**src/rtl/bat_program_loader_if.sv**
```systemverilog
// Stream-in and RAM-bus signal bundle for bat_program_loader.
// The master side is the loader; the slave side is the byte source plus RAM/CPU.
interface bat_program_loader_if #(
  parameter int ADDRESS_WIDTH = 16,
  parameter int DATA_WIDTH    = 16
);
  logic [7:0]               IN_BYTE;
  logic                     IN_VALID;
  logic                     IN_READY;
  logic                     RESTART;
  logic [ADDRESS_WIDTH-1:0] ADDR_OUT;
  logic [DATA_WIDTH-1:0]    DATA_OUT;
  logic                     BUS_OE;
  logic                     RAM_EN;
  logic                     RAM_RW;
  logic                     HALT;
  logic                     DONE;
  logic                     ERROR;

  modport master (
    input  IN_BYTE, IN_VALID, RESTART,
    output IN_READY, ADDR_OUT, DATA_OUT, BUS_OE, RAM_EN, RAM_RW, HALT, DONE, ERROR
  );

  modport slave (
    output IN_BYTE, IN_VALID, RESTART,
    input  IN_READY, ADDR_OUT, DATA_OUT, BUS_OE, RAM_EN, RAM_RW, HALT, DONE, ERROR
  );
endinterface

```
**src/rtl/bat_program_loader.sv**
```systemverilog
// Boot loader: streams {start, count, words} into RAM while holding the CPU in HALT.
// Optional BAT_LOADER_CHECKSUM_EN adds a trailing mod-256 checksum byte and a FAIL state.
module bat_program_loader #(
  parameter int ADDRESS_WIDTH = 16,
  parameter int DATA_WIDTH    = 16
) (
  input logic                  CLK,
  input logic                  RESET,
  bat_program_loader_if.master bus
);
  typedef enum logic [3:0] {
    S_ADDR_HI, S_ADDR_LO, S_CNT_HI, S_CNT_LO, S_DATA_HI, S_DATA_LO,
    S_WRITE, S_CHK, S_RELEASE, S_RUN, S_GRAB, S_FAIL
  } state_t;

`ifdef BAT_LOADER_CHECKSUM_EN
  localparam state_t S_END = S_CHK;
`else
  localparam state_t S_END = S_RELEASE;
`endif

  state_t state, state_nxt;
  logic   in_ready_r, bus_oe_r, ram_en_r, ram_rw_r, halt_r, done_r;
  logic   in_ready_nxt, bus_oe_nxt, ram_en_nxt, ram_rw_nxt, halt_nxt, done_nxt;

  logic [7:0]               hi_byte;
  logic [ADDRESS_WIDTH-1:0] addr;
  logic [15:0]              count;
  logic [DATA_WIDTH-1:0]    data;
  logic [15:0]              word;
  logic                     accept;

  assign accept = bus.IN_VALID && in_ready_r;
  assign word   = {hi_byte, bus.IN_BYTE};

`ifdef BAT_LOADER_CHECKSUM_EN
  logic [7:0] sum, chk_sum;
  logic       err, err_nxt;
  assign chk_sum = sum + bus.IN_BYTE;
`endif

  always_comb begin
    state_nxt = state;
`ifdef BAT_LOADER_CHECKSUM_EN
    err_nxt   = err;
`endif
    case (state)
      S_ADDR_HI: if (accept) state_nxt = S_ADDR_LO;
      S_ADDR_LO: if (accept) state_nxt = S_CNT_HI;
      S_CNT_HI:  if (accept) state_nxt = S_CNT_LO;
      S_CNT_LO:  if (accept) state_nxt = (word == 16'd0) ? S_END : S_DATA_HI;
      S_DATA_HI: if (accept) state_nxt = S_DATA_LO;
      S_DATA_LO: if (accept) state_nxt = S_WRITE;
      S_WRITE:   state_nxt = (count == 16'd1) ? S_END : S_DATA_HI;
      S_CHK: begin
        if (accept) begin
`ifdef BAT_LOADER_CHECKSUM_EN
          if (chk_sum != 8'h00) err_nxt = 1'b1;
`endif
          state_nxt = S_RELEASE;
        end
      end
`ifdef BAT_LOADER_CHECKSUM_EN
      S_RELEASE: state_nxt = err ? S_FAIL : S_RUN;
`else
      S_RELEASE: state_nxt = S_RUN;
`endif
      S_RUN:     if (bus.RESTART) state_nxt = S_GRAB;
      S_GRAB:    state_nxt = S_ADDR_HI;
      S_FAIL: begin
        if (bus.RESTART) begin
          state_nxt = S_GRAB;
`ifdef BAT_LOADER_CHECKSUM_EN
          err_nxt   = 1'b0;
`endif
        end
      end
      default:   state_nxt = S_ADDR_HI;
    endcase

    // Outputs are decoded from the next state so they register alongside it.
    in_ready_nxt = 1'b0;
    bus_oe_nxt   = 1'b1;
    ram_en_nxt   = 1'b0;
    ram_rw_nxt   = 1'b1;
    halt_nxt     = 1'b1;
    done_nxt     = 1'b0;
    case (state_nxt)
      S_ADDR_HI, S_ADDR_LO, S_CNT_HI, S_CNT_LO,
      S_DATA_HI, S_DATA_LO, S_CHK: in_ready_nxt = 1'b1;
      S_WRITE: begin
        ram_en_nxt = 1'b1;
        ram_rw_nxt = 1'b0;
      end
      S_RELEASE, S_FAIL: bus_oe_nxt = 1'b0;
      S_RUN: begin
        bus_oe_nxt = 1'b0;
        halt_nxt   = 1'b0;
        done_nxt   = 1'b1;
      end
      default: ;
    endcase
  end

  always_ff @(posedge CLK or posedge RESET) begin
    if (RESET) begin
      state      <= S_ADDR_HI;
      in_ready_r <= 1'b0;
      bus_oe_r   <= 1'b1;
      ram_en_r   <= 1'b0;
      ram_rw_r   <= 1'b1;
      halt_r     <= 1'b1;
      done_r     <= 1'b0;
`ifdef BAT_LOADER_CHECKSUM_EN
      err        <= 1'b0;
`endif
    end else begin
      state      <= state_nxt;
      in_ready_r <= in_ready_nxt;
      bus_oe_r   <= bus_oe_nxt;
      ram_en_r   <= ram_en_nxt;
      ram_rw_r   <= ram_rw_nxt;
      halt_r     <= halt_nxt;
      done_r     <= done_nxt;
`ifdef BAT_LOADER_CHECKSUM_EN
      err        <= err_nxt;
`endif
    end
  end

  // Header/word assembly; the address advances as the write strobe retires.
  always_ff @(posedge CLK or posedge RESET) begin
    if (RESET) begin
      hi_byte <= 8'h00;
      addr    <= '0;
      count   <= 16'd0;
      data    <= '0;
`ifdef BAT_LOADER_CHECKSUM_EN
      sum     <= 8'h00;
`endif
    end else begin
`ifdef BAT_LOADER_CHECKSUM_EN
      if (state == S_GRAB)                  sum <= 8'h00;
      else if (accept && (state != S_CHK))  sum <= sum + bus.IN_BYTE;
`endif
      case (state)
        S_ADDR_HI, S_CNT_HI, S_DATA_HI: if (accept) hi_byte <= bus.IN_BYTE;
        S_ADDR_LO: if (accept) addr  <= word[ADDRESS_WIDTH-1:0];
        S_CNT_LO:  if (accept) count <= word;
        S_DATA_LO: if (accept) data  <= word;
        S_WRITE: begin
          addr  <= addr + ADDRESS_WIDTH'(1);
          count <= count - 16'd1;
        end
        default: ;
      endcase
    end
  end

  assign bus.IN_READY = in_ready_r;
  assign bus.ADDR_OUT = addr;
  assign bus.DATA_OUT = data;
  assign bus.BUS_OE   = bus_oe_r;
  assign bus.RAM_EN   = ram_en_r;
  assign bus.RAM_RW   = ram_rw_r;
  assign bus.HALT     = halt_r;
  assign bus.DONE     = done_r;
`ifdef BAT_LOADER_CHECKSUM_EN
  assign bus.ERROR    = err;
`else
  assign bus.ERROR    = 1'b0;
`endif
endmodule

```
**src/flat_wrapper.sv**
```systemverilog
// flat-port wrapper written by rule: the top's interface ports become plain ports
module bat_program_loader_flat 
#(
  parameter int ADDRESS_WIDTH = 16,
  parameter int DATA_WIDTH    = 16
)
  (CLK, RESET, bus_IN_BYTE, bus_IN_VALID, bus_RESTART, bus_IN_READY, bus_ADDR_OUT, bus_DATA_OUT, bus_BUS_OE, bus_RAM_EN, bus_RAM_RW, bus_HALT, bus_DONE, bus_ERROR);
  bat_program_loader_if #(.ADDRESS_WIDTH(ADDRESS_WIDTH), .DATA_WIDTH(DATA_WIDTH)) bus_i ();
  input logic CLK;
  input logic RESET;
  input wire logic [$bits(bus_i.IN_BYTE)-1:0] bus_IN_BYTE;
  input wire logic [$bits(bus_i.IN_VALID)-1:0] bus_IN_VALID;
  input wire logic [$bits(bus_i.RESTART)-1:0] bus_RESTART;
  output wire logic [$bits(bus_i.IN_READY)-1:0] bus_IN_READY;
  output wire logic [$bits(bus_i.ADDR_OUT)-1:0] bus_ADDR_OUT;
  output wire logic [$bits(bus_i.DATA_OUT)-1:0] bus_DATA_OUT;
  output wire logic [$bits(bus_i.BUS_OE)-1:0] bus_BUS_OE;
  output wire logic [$bits(bus_i.RAM_EN)-1:0] bus_RAM_EN;
  output wire logic [$bits(bus_i.RAM_RW)-1:0] bus_RAM_RW;
  output wire logic [$bits(bus_i.HALT)-1:0] bus_HALT;
  output wire logic [$bits(bus_i.DONE)-1:0] bus_DONE;
  output wire logic [$bits(bus_i.ERROR)-1:0] bus_ERROR;
  assign bus_i.IN_BYTE = bus_IN_BYTE;
  assign bus_i.IN_VALID = bus_IN_VALID;
  assign bus_i.RESTART = bus_RESTART;
  assign bus_IN_READY = bus_i.IN_READY;
  assign bus_ADDR_OUT = bus_i.ADDR_OUT;
  assign bus_DATA_OUT = bus_i.DATA_OUT;
  assign bus_BUS_OE = bus_i.BUS_OE;
  assign bus_RAM_EN = bus_i.RAM_EN;
  assign bus_RAM_RW = bus_i.RAM_RW;
  assign bus_HALT = bus_i.HALT;
  assign bus_DONE = bus_i.DONE;
  assign bus_ERROR = bus_i.ERROR;
  bat_program_loader #(.ADDRESS_WIDTH(ADDRESS_WIDTH), .DATA_WIDTH(DATA_WIDTH)) u_core (.CLK(CLK), .RESET(RESET), .bus(bus_i));
endmodule
```
**config.mk**
```make
export PLATFORM = sky130hd
export DESIGN_NAME = bat_program_loader_flat
export DESIGN_NICKNAME = d
export VERILOG_FILES = /design/src/rtl/bat_program_loader_if.sv /design/src/rtl/bat_program_loader.sv /design/src/flat_wrapper.sv
export SDC_FILE = /design/constraint.sdc
export NUM_CORES = 1
export LEC_CHECK = 0
export ABC_AREA = 1
export BUFFER_PORTS_ARGS = -buffer_cell sky130_fd_sc_hd__clkbuf_2
export CAP_MARGIN = 5
export CORE_UTILIZATION = 62
export CTS_CLUSTER_SIZE = 10
export DETAILED_ROUTE_END_ITERATION = 16
export GPL_TIMING_DRIVEN = 0
export PLACE_DENSITY = 0.81
export RECOVER_POWER = 50
export SLEW_MARGIN = 15
export SYNTH_ARGS = -nofsm -noshare
export SYNTH_HDL_FRONTEND = slang
export SYNTH_SLANG_ARGS = --single-unit
```
**constraint.sdc**
```tcl
create_clock -name CLK -period 5.2 [get_ports CLK]
set_input_delay 1.56 -clock CLK [delete_from_list [all_inputs] [get_ports CLK]]
set_output_delay 1.56 -clock CLK [all_outputs]
set_load 0.02 [all_outputs]
```
Word level (Yosys, flattened, before mapping)
Cells that the tools add are included.
{ "totals": {"latchBits": 0, "ramBits": 0, "ff_bits": 66, "memories": 0, "mem_bits_ro": 0} }
{ "classes": {"bitwise_logic": 0, "n_mul": 0, "n_eq_ne": 23, "n_shift": 0, "n_reduce_logical": 14, "n_mux": 20, "div": 0, "addsub": 2, "n_lt_le_gt_ge": 0} }
{ "ops": {"columns": ["operator", "count"], "rows": [
  ["16-bit case mux with 2 select lines", 2],
  ["4-bit two-way mux", 10],
  ["4-bit case mux with 10 select lines", 1],
  ["4-bit by 3-bit equality test with 1-bit output (second input constant)", 8],
  ["4-bit equality test (second input constant)", 6],
  ["16-bit by 1-bit adder with 16-bit output (second input constant)", 1],
  ["16-bit by 1-bit equality test with 1-bit output (second input constant)", 1],
  ["4-bit by 2-bit equality test with 1-bit output (second input constant)", 4],
  ["16-bit logical NOT", 1],
  ["16-bit two-way mux", 1],
  ["16-bit by 1-bit subtractor with 16-bit output (second input constant)", 1],
  ["4-bit by 1-bit equality test with 1-bit output (second input constant)", 2],
  ["4-bit logical NOT", 2],
  ["2-bit AND reduction", 4],
  ["7-bit OR reduction", 1],
  ["1-bit two-way mux", 6],
  ["3-bit OR reduction", 2],
  ["2-bit by 1-bit != test with 1-bit output (second input constant)", 2],
  ["2-bit nonzero test", 2],
  ["2-bit OR reduction", 1],
  ["1-bit logical AND", 1]
]} }

Depth between registers and ports, before layout
{ "depth": {"word_depth": 7, "depth_mapped": 11, "depth_no_buf": 9} }

Worst setup path after synthesis
No wires, ideal clock.
{ "synth_timing": {"path_type": "input -> register", "start": "input port bus_IN_VALID", "end": "register u_core.addr[2], in the netlist u_core.bus.ADDR_OUT[2]", "t_arrival_ns": 2.262, "path_stages": 7, "slack_ns": 2.804, "path_buffers": 0, "required_ns": 5.066, "cell_sequence": "nand2_1 inv_1 nand3_1 nand2_2 inv_2 nand2_1 o311ai_1"} }
{ "synth_via": {"elab_chain_cells": 3} }
{ "synth_rtl": {"columns": ["item", "line", "rtl"], "rows": [
  ["from (decl)", "flat_wrapper.sv:12", "input wire logic [$bits(bus_i.IN_VALID)-1:0] bus_IN_VALID;"],
  ["1-bit logical AND", "bat_program_loader.sv:33", "assign accept = bus.IN_VALID && in_ready_r;"],
  ["2-bit by 1-bit != test with 1-bit output (no source line)", null, null],
  ["2-bit AND reduction (no source line)", null, null],
  ["to (signal assigned)", "bat_program_loader.sv:148", "S_ADDR_LO: if (accept) addr <= word[ADDRESS_WIDTH-1:0];"],
  ["to (signal assigned)", "bat_program_loader.sv:152", "addr <= addr + ADDRESS_WIDTH'(1);"],
  ["to (decl)", "bat_program_loader.sv:27", "logic [ADDRESS_WIDTH-1:0] addr;"]
]} }
Every way passes these cells.
A chain may end at the register's enable or synchronous reset.

Worst setup path in the final report
{ "layout_timing": {"start": "register u_core.bus_oe_r, in the netlist u_core.bus.BUS_OE", "end": "output port bus_BUS_OE"} }
{ "layout_rtl": {"columns": ["item", "line", "rtl"], "rows": [
  ["from (decl)", "bat_program_loader.sv:23", "logic in_ready_r, bus_oe_r, ram_en_r, ram_rw_r, halt_r, done_r;"],
  ["from (signal assigned)", "bat_program_loader.sv:120", "bus_oe_r <= bus_oe_nxt;"],
  ["to (decl)", "flat_wrapper.sv:17", "output wire logic [$bits(bus_i.BUS_OE)-1:0] bus_BUS_OE;"]
]} }
No word-level cell between the ends.

==> impl_results.html <==
<table>
<tr><th>Metric</th><th>Value</th></tr>
<tr><th colspan="2">Outcome</th></tr>
<tr><td>Status</td><td>completed</td></tr>
<tr><th colspan="2">Synthesis</th></tr>
<tr><td>Synthesized netlist net count</td><td>roughly 540</td></tr>
<tr><td>Cell types occupying the most area after synthesis</td><td>dfrtp_1, nand2_1, nand3_1, inv_1, nor2_1</td></tr>
<tr><td>Cell area after synthesis</td><td>approximately 0.0037 mm2</td></tr>
<tr><td>Cells after Synth</td><td>523</td></tr>
<tr><td>Top-count cell post-synth</td><td>nand2_1</td></tr>
<tr><td>Yosys cell types</td><td>31</td></tr>
<tr><td>Cell type contributing the most total cell area after synthesis</td><td>dfrtp_1</td></tr>
<tr><td>Number of synthesized register bits</td><td>66</td></tr>
<tr><td>Share of flip-flops with an asynchronous set or reset</td><td>100%</td></tr>
<tr><td>Total number of yosys warnings</td><td>0</td></tr>
<tr><td>Number of enable-type register cells in the synthesized netlist</td><td>0</td></tr>
<tr><td>Most used flip-flop cell after synthesis</td><td>dfrtp_1</td></tr>
<tr><td>Share of the synthesized area in the top cell type</td><td>about 42%</td></tr>
<tr><td>Share of the yosys chip area belonging to registers</td><td>44.2%</td></tr>
<tr><td>Per-instance average area after synthesis</td><td>between 7 and 8 um2</td></tr>
<tr><td>Leading cell types by count after synthesis</td><td>nand2_1, inv_1, dfrtp_1</td></tr>
<tr><th colspan="2">Critical path</th></tr>
<tr><td>Critical Path RT</td><td>3640 ps</td></tr>
<tr><td>Critical path startpoint</td><td>u_core.bus.BUS_OE</td></tr>
<tr><td>Cell family contributing the most delay on the critical path</td><td>flip-flops</td></tr>
<tr><td>Cells along the critical path</td><td>clkbuf_2</td></tr>
<tr><td>Critical path capture point type</td><td>primary output</td></tr>
<tr><td>Data arrival, critical path</td><td>1030 ps</td></tr>
<tr><td>Setup Crit Path Kind</td><td>reg -&gt; out</td></tr>
<tr><td>Type of origin of the critical path</td><td>flop</td></tr>
<tr><td>Maximum cell stage delay along the critical path</td><td>530 ps</td></tr>
<tr><td>Reg-to-Reg Start</td><td>u_core.state[2]</td></tr>
<tr><td>Count of buffering cells on the critical path with inverters included</td><td>1</td></tr>
<tr><td>CP max-delay cell</td><td>dfstp_2</td></tr>
<tr><td>Maximum fanout count along the critical path</td><td>1</td></tr>
<tr><th colspan="2">Floorplanning</th></tr>
<tr><td>Number of core rows</td><td>27</td></tr>
<tr><td>Boundary pin count</td><td>51</td></tr>
<tr><td>Die Span Y</td><td>79.7 um</td></tr>
<tr><td>Die outline area</td><td>0.00635 mm2</td></tr>
<tr><td>Total core area</td><td>0.00568 mm2</td></tr>
<tr><td>Die boundary width</td><td>between 70 and 80 um</td></tr>
<tr><td>Initial cell density of the core</td><td>between 60% and 70%</td></tr>
<tr><th colspan="2">GRT</th></tr>
<tr><td>Via count of the first global-routing pass</td><td>3448</td></tr>
<tr><td>Total Routing Usage GR</td><td>34.4%</td></tr>
<tr><td>GRT Residual Overflow</td><td>0</td></tr>
<tr><td>Global-route wire length before repair</td><td>16.5 mm</td></tr>
<tr><td>Maximum number of pins on one net before global-route repair</td><td>55</td></tr>
<tr><td>Number of antenna violations at the first check in global routing</td><td>0</td></tr>
<tr><th colspan="2">STA</th></tr>
<tr><td>Setup repair after global routing missed its margin</td><td>no</td></tr>
<tr><td>Number of max-slew violations in the final report</td><td>0</td></tr>
<tr><td>Final hold viol count</td><td>0</td></tr>
<tr><td>Worst-case headroom to the max-slew limit</td><td>38.9%</td></tr>
<tr><td>Minimum clock period</td><td>approximately 2600 ps</td></tr>
<tr><td>Final WS setup</td><td>2610 ps</td></tr>
<tr><td>Period utilization</td><td>between 40% and 50%</td></tr>
<tr><td>Number of setup violations in the final report</td><td>0</td></tr>
<tr><td>Layout Skew</td><td>8.69 ps</td></tr>
<tr><td>Total Negative Setup Slacks</td><td>0 ps</td></tr>
<tr><td>Maximum clock rate</td><td>0.386 GHz</td></tr>
<tr><td>Worst-case hold slack</td><td>492 ps</td></tr>
<tr><td>Worst Tran Pin Value</td><td>907 ps</td></tr>
<tr><th colspan="2">Power and ir drop</th></tr>
<tr><td>Power density of the placed cells</td><td>603 mW/mm2</td></tr>
<tr><td>Leakage power total</td><td>~2.2 nW</td></tr>
<tr><td>Peak VDD IR</td><td>0.379 mV</td></tr>
<tr><th colspan="2">Placement</th></tr>
<tr><td>IO buf count</td><td>between 40 and 50</td></tr>
<tr><td>Total half-perimeter wirelength after legalization and detailed placement</td><td>7.11 mm</td></tr>
<tr><td>Post-place setup slack</td><td>2400 ps</td></tr>
<tr><td>Global placement routability congestion</td><td>0.885</td></tr>
<tr><th colspan="2">CTS</th></tr>
<tr><td>CTS Sinks</td><td>66</td></tr>
<tr><td>TritonCTS clock tree</td><td>yes</td></tr>
<tr><td>Clock Tree Buf Depth</td><td>2</td></tr>
<tr><td>Clock input transition at the sequential cells of the worst setup and hold paths</td><td>roughly 80 ps</td></tr>
<tr><td>Master cell of the clock root buffer</td><td>clkbuf_8</td></tr>
<tr><td>Number of buffers inserted during clock tree synthesis</td><td>9</td></tr>
<tr><td>Worst-Skew Late Latency</td><td>340 ps</td></tr>
<tr><td>Post-cts repair resize count</td><td>0</td></tr>
<tr><td>Setup repair bufs after CTS</td><td>0</td></tr>
<tr><td>Number of hold-repair buffers added at the cts stage</td><td>0</td></tr>
<tr><td>Clock H-tree levels</td><td>3</td></tr>
<tr><th colspan="2">Final layout</th></tr>
<tr><td>Antenna cell count</td><td>0</td></tr>
<tr><td>Final #Nets</td><td>599</td></tr>
<tr><td>Area growth syn-to-layout</td><td>14.8%</td></tr>
<tr><td>Final cell utilization of the core</td><td>75.7%</td></tr>
<tr><td>Ratio of cells with drive above 1 in the final layout</td><td>16.3%</td></tr>
<tr><th colspan="2">Drt</th></tr>
<tr><td>Highest Signal Layer</td><td>met4</td></tr>
<tr><td>Detail Route met3 WL</td><td>718 um</td></tr>
<tr><td>Antenna-violating nets left</td><td>0</td></tr>
<tr><td>DRC violation count after routing</td><td>0</td></tr>
<tr><td>Wire length per cell</td><td>14.9 um</td></tr>
<tr><td>DR vias/cell</td><td>around 5.6</td></tr>
<tr><td>Violation count after the first detailed-routing iteration</td><td>356</td></tr>
<tr><td>Length of the first detailed-routing pass in iterations</td><td>6</td></tr>
<tr><td>Met2 routed WL</td><td>4.68 mm</td></tr>
<tr><td>Post-Route WL</td><td>between 9 and 10 mm</td></tr>
<tr><td>Total via count in the routed design</td><td>3701</td></tr>
<tr><td>Total routed wire length on the met1 layer</td><td>4.20 mm</td></tr>
<tr><th colspan="2">Worst hold path</th></tr>
<tr><td>Worst min-delay path category</td><td>reg -&gt; reg</td></tr>
<tr><td>Min-delay src</td><td>u_core.bus.DATA_OUT[0]</td></tr>
<tr><th colspan="2">Flow run</th></tr>
<tr><td>Number of maximum-capacitance violations</td><td>0</td></tr>
</table>
[area by class of cell]
class	instances	area (um2)
well taps	72	90.1
fillers	441	1380
plain buffers	14	118
clock buffers	10	138
repair buffers	50	270
multi-input cells	371	1690
inverters	72	274
clock inverters	6	66.3
flip-flops and latches	66	1660
[registers in the layout (all words and copies together) (netlist names)]
name                 count
u_core.state             4
u_core.count            16
u_core.bus.RAM_RW        1
u_core.bus.HALT          1
u_core.bus.DONE          1
u_core.bus.ADDR_OUT     16
u_core.bus.BUS_OE        1
u_core.bus.RAM_EN        1
u_core.bus.IN_READY      1
u_core.bus.DATA_OUT     16
u_core.hi_byte           8
[cells in the final DEF (no fill, tap or decap), types with 4 or more instances in the layout]
cell type / n
clkbuf_8: 10
dfrtp_1: 63
nand4_1: 10
nor2_4: 4
o21ai_0: 28
a21oi_1: 6
o21ai_1: 10
nand3_1: 54
o211ai_1: 11
inv_1: 64
buf_4: 5
clkbuf_1: 4
inv_2: 6
clkbuf_2: 47
nor3_1: 5
nor2_1: 59
nand2_1: 169
[metrics by stage]
stage,cell area (um2),total power [mW],instances
after global placement,4080,2.08,644
after CTS,4310,2.59,661
after global routing,4300,2.79,661
final,4300,2.59,661
after detailed placement,4110,2.13,645
after floorplan,3740,1.77,523
[cells by family (layout without fill, tap and decap cells)]
logic type,Yosys count,count (layout),share of synthesized area [%]
flip-flops,66,66,44.2
XOR/XNOR,1,1,0.234
AND/OR/NAND/NOR,306,306,34.7
adder cells (fa/ha/maj),3,3,1.00
AO/OA/AOI/OAI,60,60,9.22
buffers and inverters,86,152,10.5
other,1,1,0.100
[layer usage]
layer | vias up | track usage [%]
met5 | - | 0
met4 | 0 | 12.4
met3 | 30 | 4.57
met2 | 189 | 56.2
met1 | 1703 | 46.8
li1 | 1779 | -
[where the power goes]
part | switching (mW) | internal, mW
Sequential | 0.218 | 0.741
Combinational | 0.791 | 0.394
Clock | 0.211 | 0.234
Total | 1.22 | 1.37
[final timing paths]
check                                         end  cells past startpoint  slack (ps)
setup / recovery                       bus_BUS_OE                      1        2610
hold / removal             u_core.bus.DATA_OUT[0]                      2         490
setup reg to reg                u_core.hi_byte[6]                      4        3350
hold reg to reg            u_core.bus.DATA_OUT[0]                      2         490
max in group asynchronous       u_core.bus.RAM_RW                      3        3230
min in group asynchronous         u_core.state[1]                      2        1260
(Power assumes the default switching activity.)
